==> src/rtl/bits_arbiter_pkg.sv <==
// Shared definitions for the bits_arbiter slice.
//   bits_state_e     : sequencer states (IDLE -> CALC -> DONE -> IDLE)
//   BITS_ADD_OFFSET  : constant added to every operand pair by the datapath
//   bits_rr_next()   : round-robin successor of a granted index
package bits_arbiter_pkg;

    typedef enum logic [1:0] {
        ST_IDLE = 2'd0,
        ST_CALC = 2'd1,
        ST_DONE = 2'd2
    } bits_state_e;

    localparam int BITS_ADD_OFFSET = 3;

    // Index that gets first look on the next search after granting idx.
    function automatic int bits_rr_next(input int idx, input int n);
        return (idx + 1 >= n) ? 0 : idx + 1;
    endfunction

endpackage

==> src/rtl/bits_arbiter_if.sv <==
// Bus between the requesters/consumer and the arbiter.
//   REQ_VALID/REQ_A/REQ_B/REQ_READY : N operand channels, slice i = requester i
//   RES_VALID/RES_READY/RES_DATA/RES_ID : single tagged result channel
//   BUSY/OP_COUNT : status from the arbiter
// Handshake semantics (both channels): a transfer happens on a rising clock
// edge where valid and ready are both high. A producer may withdraw valid
// before the transfer; the result producer (the arbiter) holds RES_DATA and
// RES_ID steady while RES_VALID is high and RES_READY is low.
// modport master: requester/consumer side; modport slave: arbiter side.
interface bits_arbiter_if #(
    parameter int N  = 4,
    parameter int W  = 1,
    parameter int RW = 4,
    parameter int IW = (N > 1) ? $clog2(N) : 1
) ();
    logic [N-1:0]   REQ_VALID;
    logic [N*W-1:0] REQ_A;
    logic [N*W-1:0] REQ_B;
    logic [N-1:0]   REQ_READY;
    logic           RES_VALID;
    logic           RES_READY;
    logic [RW-1:0]  RES_DATA;
    logic [IW-1:0]  RES_ID;
    logic           BUSY;
    logic [15:0]    OP_COUNT;

    modport master (
        output REQ_VALID, REQ_A, REQ_B, RES_READY,
        input  REQ_READY, RES_VALID, RES_DATA, RES_ID, BUSY, OP_COUNT
    );

    modport slave (
        input  REQ_VALID, REQ_A, REQ_B, RES_READY,
        output REQ_READY, RES_VALID, RES_DATA, RES_ID, BUSY, OP_COUNT
    );
endinterface

==> src/rtl/bits_sum_calc.sv <==
// Combinational datapath: SUM = (A + B + BITS_ADD_OFFSET) mod 2^RW, unsigned.
//   A, B : W-bit operands
//   SUM  : RW-bit truncated result
module bits_sum_calc
    import bits_arbiter_pkg::*;
#(
    parameter int W  = 1,
    parameter int RW = 4
) (
    input  logic [W-1:0]  A,
    input  logic [W-1:0]  B,
    output logic [RW-1:0] SUM
);
    // Working in RW bits gives the modulo-2^RW wrap for free.
    assign SUM = RW'(A) + RW'(B) + RW'(BITS_ADD_OFFSET);
endmodule

==> src/rtl/bits_arbiter.sv <==
// Round-robin arbiter sharing one bits_sum_calc among N requesters.
//   CLK, RST_N : clock, asynchronous active-low reset
//   bus        : bits_arbiter_if.slave (operand channels, result channel,
//                BUSY, OP_COUNT)
//   DBG_STATE  : current sequencer state
// One operation in flight: IDLE grants and registers operands, CALC latches
// the datapath result, DONE holds it until the consumer takes it.
module bits_arbiter
    import bits_arbiter_pkg::*;
#(
    parameter int N  = 4,
    parameter int W  = 1,
    parameter int RW = 4,
    localparam int IW = (N > 1) ? $clog2(N) : 1
) (
    input  logic          CLK,
    input  logic          RST_N,
    bits_arbiter_if.slave bus,
    output bits_state_e   DBG_STATE
);
    bits_state_e   state_q, state_d;
    logic [IW-1:0] ptr_q, ptr_d;
    logic [IW-1:0] id_q, id_d;
    logic [W-1:0]  a_q, a_d;
    logic [W-1:0]  b_q, b_d;
    logic [RW-1:0] res_q, res_d;
    logic [15:0]   op_count_q, op_count_d;

    logic [RW-1:0] sum;
    logic          gnt_found;
    logic [IW-1:0] gnt_idx;
    logic [N-1:0]  req_ready;

    bits_sum_calc #(
        .W  (W),
        .RW (RW)
    ) u_sum (
        .A   (a_q),
        .B   (b_q),
        .SUM (sum)
    );

    // First valid requester at or after ptr_q, wrapping around.
    always_comb begin
        gnt_found = 1'b0;
        gnt_idx   = '0;
        for (int k = 0; k < N; k++) begin
            if (!gnt_found && bus.REQ_VALID[(int'(ptr_q) + k) % N]) begin
                gnt_found = 1'b1;
                gnt_idx   = IW'((int'(ptr_q) + k) % N);
            end
        end
    end

    always_comb begin
        state_d    = state_q;
        ptr_d      = ptr_q;
        id_d       = id_q;
        a_d        = a_q;
        b_d        = b_q;
        res_d      = res_q;
        op_count_d = op_count_q;
        req_ready  = '0;
        case (state_q)
            ST_IDLE: begin
                if (gnt_found) begin
                    req_ready[gnt_idx] = 1'b1;
                    a_d     = bus.REQ_A[int'(gnt_idx) * W +: W];
                    b_d     = bus.REQ_B[int'(gnt_idx) * W +: W];
                    id_d    = gnt_idx;
                    ptr_d   = IW'(bits_rr_next(int'(gnt_idx), N));
                    state_d = ST_CALC;
                end
            end
            ST_CALC: begin
                res_d   = sum;
                state_d = ST_DONE;
            end
            ST_DONE: begin
                if (bus.RES_READY) begin
                    op_count_d = op_count_q + 16'd1;
                    state_d    = ST_IDLE;
                end
            end
            default: state_d = ST_IDLE;
        endcase
    end

    always_ff @(posedge CLK or negedge RST_N) begin
        if (!RST_N) begin
            state_q    <= ST_IDLE;
            ptr_q      <= '0;
            id_q       <= '0;
            a_q        <= '0;
            b_q        <= '0;
            res_q      <= '0;
            op_count_q <= '0;
        end else begin
            state_q    <= state_d;
            ptr_q      <= ptr_d;
            id_q       <= id_d;
            a_q        <= a_d;
            b_q        <= b_d;
            res_q      <= res_d;
            op_count_q <= op_count_d;
        end
    end

    assign bus.REQ_READY = req_ready;
    assign bus.RES_VALID = (state_q == ST_DONE);
    assign bus.RES_DATA  = res_q;
    assign bus.RES_ID    = id_q;
    assign bus.BUSY      = (state_q != ST_IDLE);
    assign bus.OP_COUNT  = op_count_q;
    assign DBG_STATE     = state_q;

endmodule

==> src/flat_wrapper.sv <==
// flat-port wrapper written by rule: the top's interface ports become plain ports
module bits_arbiter_flat import bits_arbiter_pkg::*;
#(
    parameter int N  = 4,
    parameter int W  = 1,
    parameter int RW = 4,
    localparam int IW = (N > 1) ? $clog2(N) : 1
)
  (CLK, RST_N, DBG_STATE, bus_REQ_VALID, bus_REQ_A, bus_REQ_B, bus_RES_READY, bus_REQ_READY, bus_RES_VALID, bus_RES_DATA, bus_RES_ID, bus_BUSY, bus_OP_COUNT);
  bits_arbiter_if #(.N(N), .W(W), .RW(RW)) bus_i ();
  input  logic CLK;
  input  logic RST_N;
  output bits_state_e DBG_STATE;
  input wire logic [$bits(bus_i.REQ_VALID)-1:0] bus_REQ_VALID;
  input wire logic [$bits(bus_i.REQ_A)-1:0] bus_REQ_A;
  input wire logic [$bits(bus_i.REQ_B)-1:0] bus_REQ_B;
  input wire logic [$bits(bus_i.RES_READY)-1:0] bus_RES_READY;
  output wire logic [$bits(bus_i.REQ_READY)-1:0] bus_REQ_READY;
  output wire logic [$bits(bus_i.RES_VALID)-1:0] bus_RES_VALID;
  output wire logic [$bits(bus_i.RES_DATA)-1:0] bus_RES_DATA;
  output wire logic [$bits(bus_i.RES_ID)-1:0] bus_RES_ID;
  output wire logic [$bits(bus_i.BUSY)-1:0] bus_BUSY;
  output wire logic [$bits(bus_i.OP_COUNT)-1:0] bus_OP_COUNT;
  assign bus_i.REQ_VALID = bus_REQ_VALID;
  assign bus_i.REQ_A = bus_REQ_A;
  assign bus_i.REQ_B = bus_REQ_B;
  assign bus_i.RES_READY = bus_RES_READY;
  assign bus_REQ_READY = bus_i.REQ_READY;
  assign bus_RES_VALID = bus_i.RES_VALID;
  assign bus_RES_DATA = bus_i.RES_DATA;
  assign bus_RES_ID = bus_i.RES_ID;
  assign bus_BUSY = bus_i.BUSY;
  assign bus_OP_COUNT = bus_i.OP_COUNT;
  bits_arbiter #(.N(N), .W(W), .RW(RW)) u_core (.CLK(CLK), .RST_N(RST_N), .bus(bus_i), .DBG_STATE(DBG_STATE));
endmodule
==> config.mk <==
export PLATFORM = sky130hd
export DESIGN_NAME = bits_arbiter_flat
export DESIGN_NICKNAME = d
export VERILOG_FILES = /design/src/rtl/bits_arbiter_pkg.sv /design/src/rtl/bits_arbiter_if.sv /design/src/rtl/bits_sum_calc.sv /design/src/rtl/bits_arbiter.sv /design/src/flat_wrapper.sv
export SDC_FILE = /design/constraint.sdc
export NUM_CORES = 1
export LEC_CHECK = 0
export CAP_MARGIN = 20
export CORE_UTILIZATION = 45
export DETAILED_ROUTE_END_ITERATION = 8
export PLACE_DENSITY = 0.84
export SKIP_CTS_REPAIR_TIMING = 1
export SLEW_MARGIN = 20
export SYNTH_ARGS = -nofsm -noshare
export SYNTH_HDL_FRONTEND = slang
export SYNTH_SLANG_ARGS = --single-unit
==> constraint.sdc <==
create_clock -name CLK -period 1.9 [get_ports CLK]
set_input_delay 0.38 -clock CLK [delete_from_list [all_inputs] [get_ports CLK]]
set_output_delay 0.38 -clock CLK [all_outputs]
set_load 0.01 [all_outputs]
== Yosys cells after proc, flatten, opt, wreduce, memory -nomap -nowiden ==
Index checks and enable logic that the tools add are counted.
Word-level totals
  bits in registers: 28
  logic and storage cells: 72
Operators by class
  $add $sub $neg: 7
  $lt $le $gt $ge: 7
  equality and inequality tests: 4
  shift operators: 2
  mux-type cells: 27
  bitwise operators: 3
  reductions and logical operators: 15
Operators with widths (number)
  $add 16x1->16 const B: 1
  $mux 2: 7
  $lt 3x4->1 const B: 3
  $mux 1: 12
  $bmux 1 s2: 4
  $mux 4: 2
  $shiftx 4x3->1: 2
  $lt 2x3->1 const B: 2
  $pmux 2 s3: 1
  $reduce_and 2->1: 3
  $reduce_or 2->1: 3
  $add 2x2->2 const B: 2
  $add 4x2->4 const B: 1
  $logic_and 1x1->1: 4
  $add 2x1->3 const B: 1
  $and 1x1->1 const A: 3
  $ge 3x3->1 const B: 1
  $logic_not 1->1: 3
  $add 1x1->2: 1
  $add 2x1->2 const B: 1
  $demux 1 s2: 1
  $eq 2x1->1 const B: 1
  $eq 2x2->1 const B: 1
  $ge 2x1->1 const B: 1
  4 further kinds: 4

== Longest topological paths before layout ==
Gate-level depths: netlist of the first run.
  word-level depth: 20
  gate-level depth with buffers: 7

== By module ==
A second synthesis of the first run with hierarchy kept.
Second synthesis, totals
  cells, all modules: 132
  area, all modules: 1416.4 µm²
By module, submodules not included
  bits_arbiter: instances 1, cells each 124, area each 1365.1 µm², seq. area each 700.7 µm²
  bits_sum_calc: instances 1, cells each 8, area each 51.3 µm², seq. area each 0.0 µm²

== Worst setup path before layout of the first run ==
OpenSTA, ideal clock, no wires.
  path kind: register to output
  start: register u_core.ptr_q[1]
  end: output port bus_REQ_READY[2]
  arrival: 1.424 ns
  data required time: 1.520 ns
  setup slack: 0.096 ns
  cell stages (with the launch flop): 8
  path through: dfrtp_1 > nand2b_1 > a21o_1 > and2_1 > buf_4 > inv_1 > ha_1 > and2_1
On the way
  word-level cells in the longest chain between the ends: 18
  elaborated cells on any way between the ends: 35
  classes of those cells: 3 x add/sub; 2 x order compare; 23 x mux; 7 x reduce/logical
Ends and longest elaborated chain
  start: declaration: line bits_arbiter.sv:22  | logic [IW-1:0] ptr_q, ptr_d;
  start signal: assignment: line bits_arbiter.sv:100  | ptr_q <= ptr_d;
  $add 2x1->2 / $bmux 1 s2 (equally long branches): line bits_arbiter.sv:48  | if (!gnt_found && bus.REQ_VALID[(int'(ptr_q) + k) % N]) begin
  $bmux 1 s2 / $mux 1 (equally long branches): line bits_arbiter.sv:48
  $mux 1 (implied by the code): line bits_arbiter.sv:48
  $mux 1 (implied by the code) / $logic_not 1->1 (equally long branches): line bits_arbiter.sv:48
  $logic_and 1x1->1: line bits_arbiter.sv:48
  $mux 1: line bits_arbiter.sv:48
  $logic_not 1->1: line bits_arbiter.sv:48
  $logic_and 1x1->1: line bits_arbiter.sv:48
  (+3 left out)
  $mux 2 (*): line bits_arbiter.sv:48
  net u_core.gnt_idx[0]: line bits_arbiter.sv:31  | logic [IW-1:0] gnt_idx;
  $lt 2x3->1 (implied by the code) / $ge 2x1->1 (equally long branches): line bits_arbiter.sv:67  | req_ready[gnt_idx] = 1'b1;
  $logic_and 1x1->1 (implied by the code): line bits_arbiter.sv:67
  $mux 1 (implied by the code): line bits_arbiter.sv:67
  $demux 1 s2 (*)
  $mux 4 (*): line bits_arbiter.sv:66  | if (gnt_found) begin
  $mux 4 (*): line bits_arbiter.sv:64  | case (state_q)
  end: declaration: line flat_wrapper.sv:18  | output wire logic [$bits(bus_i.REQ_READY)-1:0] bus_REQ_READY;
The timed path passes the listed nets; every way through them passes the cells marked *. The select of a mux whose other input is x is not followed.

== Worst setup path after layout of the first run ==
  start: input port bus_REQ_VALID[3]
  end: output port bus_REQ_READY[0]
On the way
  word-level cells in the longest chain between the ends: 18
  elaborated cells on any way between the ends: 32
  classes of those cells: 2 x order compare; 23 x mux; 7 x reduce/logical
Ends and longest elaborated chain
  start: declaration: line flat_wrapper.sv:14  | input wire logic [$bits(bus_i.REQ_VALID)-1:0] bus_REQ_VALID;
  $bmux 1 s2: line bits_arbiter.sv:48
  $mux 1 (implied by the code): line bits_arbiter.sv:48
  $mux 1: line bits_arbiter.sv:48
  $logic_not 1->1: line bits_arbiter.sv:48
  $logic_and 1x1->1: line bits_arbiter.sv:48
  $mux 1: line bits_arbiter.sv:48
  $logic_not 1->1: line bits_arbiter.sv:48
  $logic_and 1x1->1: line bits_arbiter.sv:48
  (+3 left out)
  $mux 2 (*): line bits_arbiter.sv:48
  net u_core.gnt_idx[1]: line bits_arbiter.sv:31
  $lt 2x3->1 (implied by the code) / $ge 2x1->1 (equally long branches): line bits_arbiter.sv:67
  $logic_and 1x1->1 (implied by the code): line bits_arbiter.sv:67
  $mux 1 (implied by the code): line bits_arbiter.sv:67
  $demux 1 s2 (*)
  $mux 4 (*): line bits_arbiter.sv:66
  $mux 4 (*): line bits_arbiter.sv:64
Marked as above.

==> results of run 1 <==
==> worst paths after layout <==
check / slack (ps) / end / cells past startpoint
min: 420 / u_core.bus.OP_COUNT[5] / 2
min reg2reg: 490 / u_core.bus.OP_COUNT[15] / 1
min in group CLK: 490 / u_core.bus.OP_COUNT[15] / 1
max reg2reg: 280 / u_core.bus.OP_COUNT[13] / 6
max in group asynchronous: 1220 / u_core.ptr_q[0] / 2
max: -360 / bus_REQ_READY[0] / 8
==> per-stage QoR <==
step	power, mW	cells	hold slack, ps	setup TNS [ps]
floorplan	1.51	132	84.4	0
global placement	2.10	219	463	-3360
detailed placement	2.16	219	474	-3990
CTS	2.41	223	419	-3550
global route	2.65	227	427	-1780
finish	2.47	227	415	-1390
==> flip-flops by register name, indices dropped and copies added (netlist names) <==
name                 flops
u_core.DBG_STATE         2
u_core.a_q               1
u_core.b_q               1
u_core.bus.OP_COUNT     16
u_core.bus.RES_DATA      3
u_core.bus.RES_ID        2
u_core.ptr_q             2
==> synth_stat cells (2+ instances only) <==
cell type	count	share of area [%]
sky130_fd_sc_hd__dfrtp_1	27	48
sky130_fd_sc_hd__nand2_1	13	3.5
sky130_fd_sc_hd__xnor2_1	12	7.5
sky130_fd_sc_hd__ha_1	7	6.2
sky130_fd_sc_hd__inv_1	7	1.9
sky130_fd_sc_hd__nor2_1	7	1.9
sky130_fd_sc_hd__nand3_1	6	2.1
sky130_fd_sc_hd__o21ai_0	6	2.1
sky130_fd_sc_hd__and2_1	5	2.2
sky130_fd_sc_hd__and3_1	5	2.2
sky130_fd_sc_hd__nand2b_1	4	1.8
sky130_fd_sc_hd__mux2i_1	3	2.1
sky130_fd_sc_hd__xor2_1	3	1.9
sky130_fd_sc_hd__a21boi_0	2	1.1
sky130_fd_sc_hd__buf_4	2	1.1
sky130_fd_sc_hd__mux2_2	2	1.6
sky130_fd_sc_hd__nand4_1	2	0.89
==> critical path, delay by kind of cell <==
family / cells / cell delay, ps
AND/OR/NAND/NOR: 3 / 520
AO/OA/AOI/OAI: 1 / 90
buffers and inverters: 3 / 720
adder cells (fa/ha/maj): 1 / 160
==> layer usage <==
layer | GRT usage [%] | share of wire (%) | vias up
li1 | - | - | 572
met1 | 21.1 | 42 | 572
met2 | 35.1 | 53 | 48
met3 | 3.57 | 4.9 | 0
met4 | 5.78 | 0 | 0
met5 | 0 | 0 | -
==> power by group through the flow <==
stage,Clock [mW],Sequential (mW),Combinational (mW)
after global routing,0.273,0.915,1.46
final,0.243,0.896,1.33
after global placement,0,0.880,1.22
after floorplan,0,0.927,0.586
after CTS,0.254,0.880,1.27
after detailed placement,0,0.888,1.27
==> logic make-up (layout without fill, tap and decap cells) <==
group / after synthesis / after routing / share of synthesized area (%)
and+or+nand+nor: 48 / 48 / 18.2
other: 1 / 1 / 0.267
buffers and inverters: 11 / 75 / 3.56
adders and majority gates: 7 / 7 / 6.23
xor gates and xnor gates: 15 / 15 / 9.34
AOI/OAI and AO/OA: 18 / 18 / 10.7
DFF: 27 / 27 / 48.0
muxes: 5 / 5 / 3.74
==> layout make-up <==
type,count,area [sq um]
clock buffer,3,22.5
clock inverter,1,7.51
fill,207,791
inverter,8,30.0
multi-input combinational,94,714
sequential,27,678
tap,31,38.8
timing repair buffer,63,571
==> results.cfg, run 1 <==
[run_status]
run_status = finished, violations left
violations = DRC, setup timing

[grt]
globalRouteTotalUtil_pct = 18.7
grt_antenna_before_repair = 0
residual_overflow_from_global_routing = 0
grt_start_max_net_pins = 28
grt_pass1_vias = 1205
grt_first_pass_wirelength_um = 4910

[power_and_ir_drop]
swShare_pct = 35.9
power.density_cell_area_nw_per_um2 = 1200
clockPowerShare_pct = 9.8
combinational_share_of_power_pct = 54.0
worst_ir_drop_vdd_uv = 588
intPower_mw = 1.58
power.static_leakage_nw = 1.00
switching_power_summed_over_all_nets_mw = 0.889
power.share.sequential_pct = 36.2

[clock_network]
cts_tree = done
worstSkewPairLatency_ps = 310
worst_setup_hold_path_clk_slew_ps = 140
cts_buffer_depth = 2
clock-sinks = 27
htreeDepth = 1
ctsRootBufferMaster = sky130_fd_sc_hd__clkbuf_4
numCtsBuffers = 3

[setup_path]
crit_path_max_incr_delay_ps = 510
crit_type = in -> out
setup.worst_path.start = bus_REQ_VALID[3]
worst_ep_required_time_ps = 1520
crit-reg2reg-launch = u_core.DBG_STATE[0]
timing.critical_path.from_type = primary input
critical_path_arrival_ps = 1880
critPathSlowestCell = sky130_fd_sc_hd__clkdlybuf4s50_1
path_max_fanout = 4
crit_end_element = primary output
path_cells = clkdlybuf4s50_1, nand2b_1, a211oi_2, nor2_2, inv_2, ha_2, and2_1, buf_2

[synth]
number_of_flops_mapped_to_enable_cells_by_yosys = 0
synthesis.area_per_instance_sq_um = 10.7
synth_flop_cell = sky130_fd_sc_hd__dfrtp_1
synth_warnings = 0
synthesis.instances = 132
ys_seq_area_share_pct = 48.0
post_synth_num_cell_types = 36
synthArstFlopShare_pct = 100
yosys_register_bits = 27
post_synth_instance_area_sq_um = 1410
synth.net_count = 154

[sta]
finalClockSkew_ps = 7.06
timing.final.max_slew_violations = 0
rsz0062_at_grt = true
maxClockFrequency_mhz = 442
layout_min_cycle_time_ps = 2260
final.period_utilization_pct = 119
setup-violations-final = 4
final_ws_setup_ps = -362
report.final.hold_viol_count = 0

[die]
die-area_sq_um = 3350
initial_utilization_pct = 49.3
die_width_um = 57.9
floorplan.core_area_sq_um = 2850
ios = 45
die_height_um = 57.9
core.rowCount = 19

[drt]
drt_pass1_iterations = 9
detail_route.wirelength_um = 3030
detailroute.via_count = 1192
drt.antenna.violating_nets = 0
detailedRoute.firstIterationViolations = 42
route.detailed.drc = 1
detail_route.vias_per_cell = 5.25
avgRoutedWirePerCell_um = 13.3

[placed_design]
dpl.hpwl_um = 2350
finalWeightedCongestion = 0.774
post_detailed_placement_cell_area_sq_um = 1980
preCtsSetupSlack_ps = -860
number_of_port_buffers = 43

[finish]
final_nets = 219
num_antenna_cells = 0
fraction_of_final_layout_cells_sized_beyond_drive_strength_1_pct = 24.5
fin_util_pct = 72.3
most_frequent_cells_in_the_layout = sky130_fd_sc_hd__clkdlybuf4s50_1, sky130_fd_sc_hd__dfrtp_1, sky130_fd_sc_hd__buf_4
post-route-cell-area_sq_um = 2060
flow.area_growth_from_synthesis_pct = 46.6
layout_commonest_cell = sky130_fd_sc_hd__clkdlybuf4s50_1

[flow_run]
cap_violations = 0

[hold_path]
hp-class = in -> async
(Power assumes the default switching activity.)
==> run 2: changes to the inputs <==
--- a/config.mk
+++ b/config.mk
@@ -14,3 +14,4 @@
 export SYNTH_ARGS = -nofsm -noshare
 export SYNTH_HDL_FRONTEND = slang
 export SYNTH_SLANG_ARGS = --single-unit
+export TNS_END_PERCENT = 20
==> run 2 against run 1 <==
Compared with the run above:
- the flow still finishes with violations (DRC, setup timing)
- die area did not move
- critical path depth unchanged
- non-clock buffer count unchanged
- routed wire length is 2.0% higher
- total power is 0.15% higher
- final cell count did not move
- worst hold slack got worse by 0.87 ps
- via count hardly changed
- flip-flop and latch count is the same
==> results.cfg, run 2 (synthesized netlist as in run 1, its figures left out) <==
[setup_path]
critPathSlowestCell = sky130_fd_sc_hd__clkdlybuf4s50_1
critical_path_arrival_ps = 1890
timing.rr.end = u_core.bus.OP_COUNT[13]
crit_end_element = primary output
path_max_fanout = 4
crit_path_max_incr_delay_ps = 520
crit-reg2reg-launch = u_core.DBG_STATE[0]
cp.buffers_inverters = 3
timing.critical_path.max_delay_family = buffers and inverters
path_cells = clkdlybuf4s50_1, nand2b_1, a211oi_2, nor2_2, inv_2, ha_2, and2_1, buf_2
setup.worst_path.start = bus_REQ_VALID[3]
crit_type = in -> out
timing.critical_path.from_type = primary input
r2r_setup_slack_ps = 280
rr_worst_depth = 6
worst_ep_required_time_ps = 1520

[run_status]
run_status = finished, violations left
violations = DRC, setup timing

[sta]
final.period_utilization_pct = 119
final_ws_setup_ps = -369
report.final.hold_viol_count = 0
timing.final.max_slew_violations = 0
rsz0062_at_grt = true
finalClockSkew_ps = 6.87
setup-violations-final = 4
layout_min_cycle_time_ps = 2270
fin_setup_tns_ps = -1420
finalHoldWorstSlack_ps = 414
maxClockFrequency_mhz = 441

[drt]
avgRoutedWirePerCell_um = 13.6
detailroute.via_count = 1193
detail_route.vias_per_cell = 5.26
drt.antenna.violating_nets = 0
drt_pass1_iterations = 8
route.detailed.drc = 1
detail_route.wirelength_um = 3090
detailedRoute.firstIterationViolations = 42

[die]
die-area_sq_um = 3350
die_width_um = 57.9
ios = 45
core.rowCount = 19
floorplan.core_area_sq_um = 2850
die_height_um = 57.9
initial_utilization_pct = 49.3

[clock_network]
ctsRootBufferMaster = sky130_fd_sc_hd__clkbuf_4
clock-sinks = 27
cts_tree = done
cts_buffer_depth = 2
worstSkewPairLatency_ps = 310
worst_setup_hold_path_clk_slew_ps = 140
numCtsBuffers = 3
htreeDepth = 1

[power_and_ir_drop]
power.static_leakage_nw = 0.996
worst_ir_drop_vdd_uv = 581
power.density_cell_area_nw_per_um2 = 1200

[placed_design]
dpl.hpwl_um = 2350
finalWeightedCongestion = 0.774
number_of_port_buffers = 43
post_detailed_placement_cell_area_sq_um = 1980
placed_cells = 219
preCtsSetupSlack_ps = -860

[finish]
final_nets = 219
flow.area_growth_from_synthesis_pct = 46.3
layout_commonest_cell = sky130_fd_sc_hd__clkdlybuf4s50_1
fraction_of_final_layout_cells_sized_beyond_drive_strength_1_pct = 25.0
finish.cell_count_without_fillers = 227
most_frequent_cells_in_the_layout = sky130_fd_sc_hd__clkdlybuf4s50_1, sky130_fd_sc_hd__dfrtp_1, sky130_fd_sc_hd__buf_4
post-route-cell-area_sq_um = 2060
n_fill_cell = 207
largest_reg_flops = 16
num_antenna_cells = 0

[grt]
grt_antenna_before_repair = 0
grt_first_pass_wirelength_um = 4910
grt_pass1_vias = 1205
globalRouteTotalUtil_pct = 18.7
residual_overflow_from_global_routing = 0
grt_start_max_net_pins = 28

[hold_path]
hp-class = in -> async

[flow_run]
cap_violations = 0
-- run 2: cell types whose count changed in the layout (fill, tap and decap cells not counted) --
cell,before,now
sky130_fd_sc_hd__dlymetal6s2s_1,4,3
sky130_fd_sc_hd__buf_4,20,21
-- run 2: worst max path at each step --
stage,end,depth (start not counted),slack [ps]
CTS,bus_REQ_READY[0],8,-860
detailed placement,bus_REQ_READY[0],8,-860
global placement,bus_REQ_READY[0],8,-760
finish,bus_REQ_READY[0],8,-370
global route,bus_REQ_READY[1],7,-470
floorplan,bus_REQ_READY[2],7,100
-- run 2: routing by layer --
metal	track usage (%)	up-vias	wire (um)
met1	21.1	564	1260
met3	3.57	4	166
met4	5.78	0	29
met5	0	-	0
li1	-	573	-
met2	35.1	52	1640
-- run 2: per-stage QoR --
stage               total power [mW]  util [%]
floorplan                       1.51         -
global placement                2.10      69.3
detailed placement              2.16      69.3
CTS                             2.41      70.3
global route                    2.65      72.1
finish                          2.48      72.1
-- run 2: layout make-up --
type | instances | area, sq um | share of cell area, %
clock inverter | 1 | 7.51 | 0.365
inverter | 8 | 30.0 | 1.46
tap | 31 | 38.8 | 1.89
clock buffer | 3 | 22.5 | 1.09
sequential | 27 | 678 | 33.0
multi-input combinational | 94 | 714 | 34.7
timing repair buffer | 63 | 566 | 27.5
-- run 2: worst register-to-register path: cells and delay by family, from the launching register on --
family                    cells  cell delay [ps]
xor gates and xnor gates      1              140
buffers and inverters         1              150
DFF                           1              410
and+or+nand+nor               4              840
-- run 2: where the power goes --
group / switching [mW] / internal [mW]
sequential: 0.153 / 0.742
combinational: 0.579 / 0.759
clock: 0.163 / 0.0802
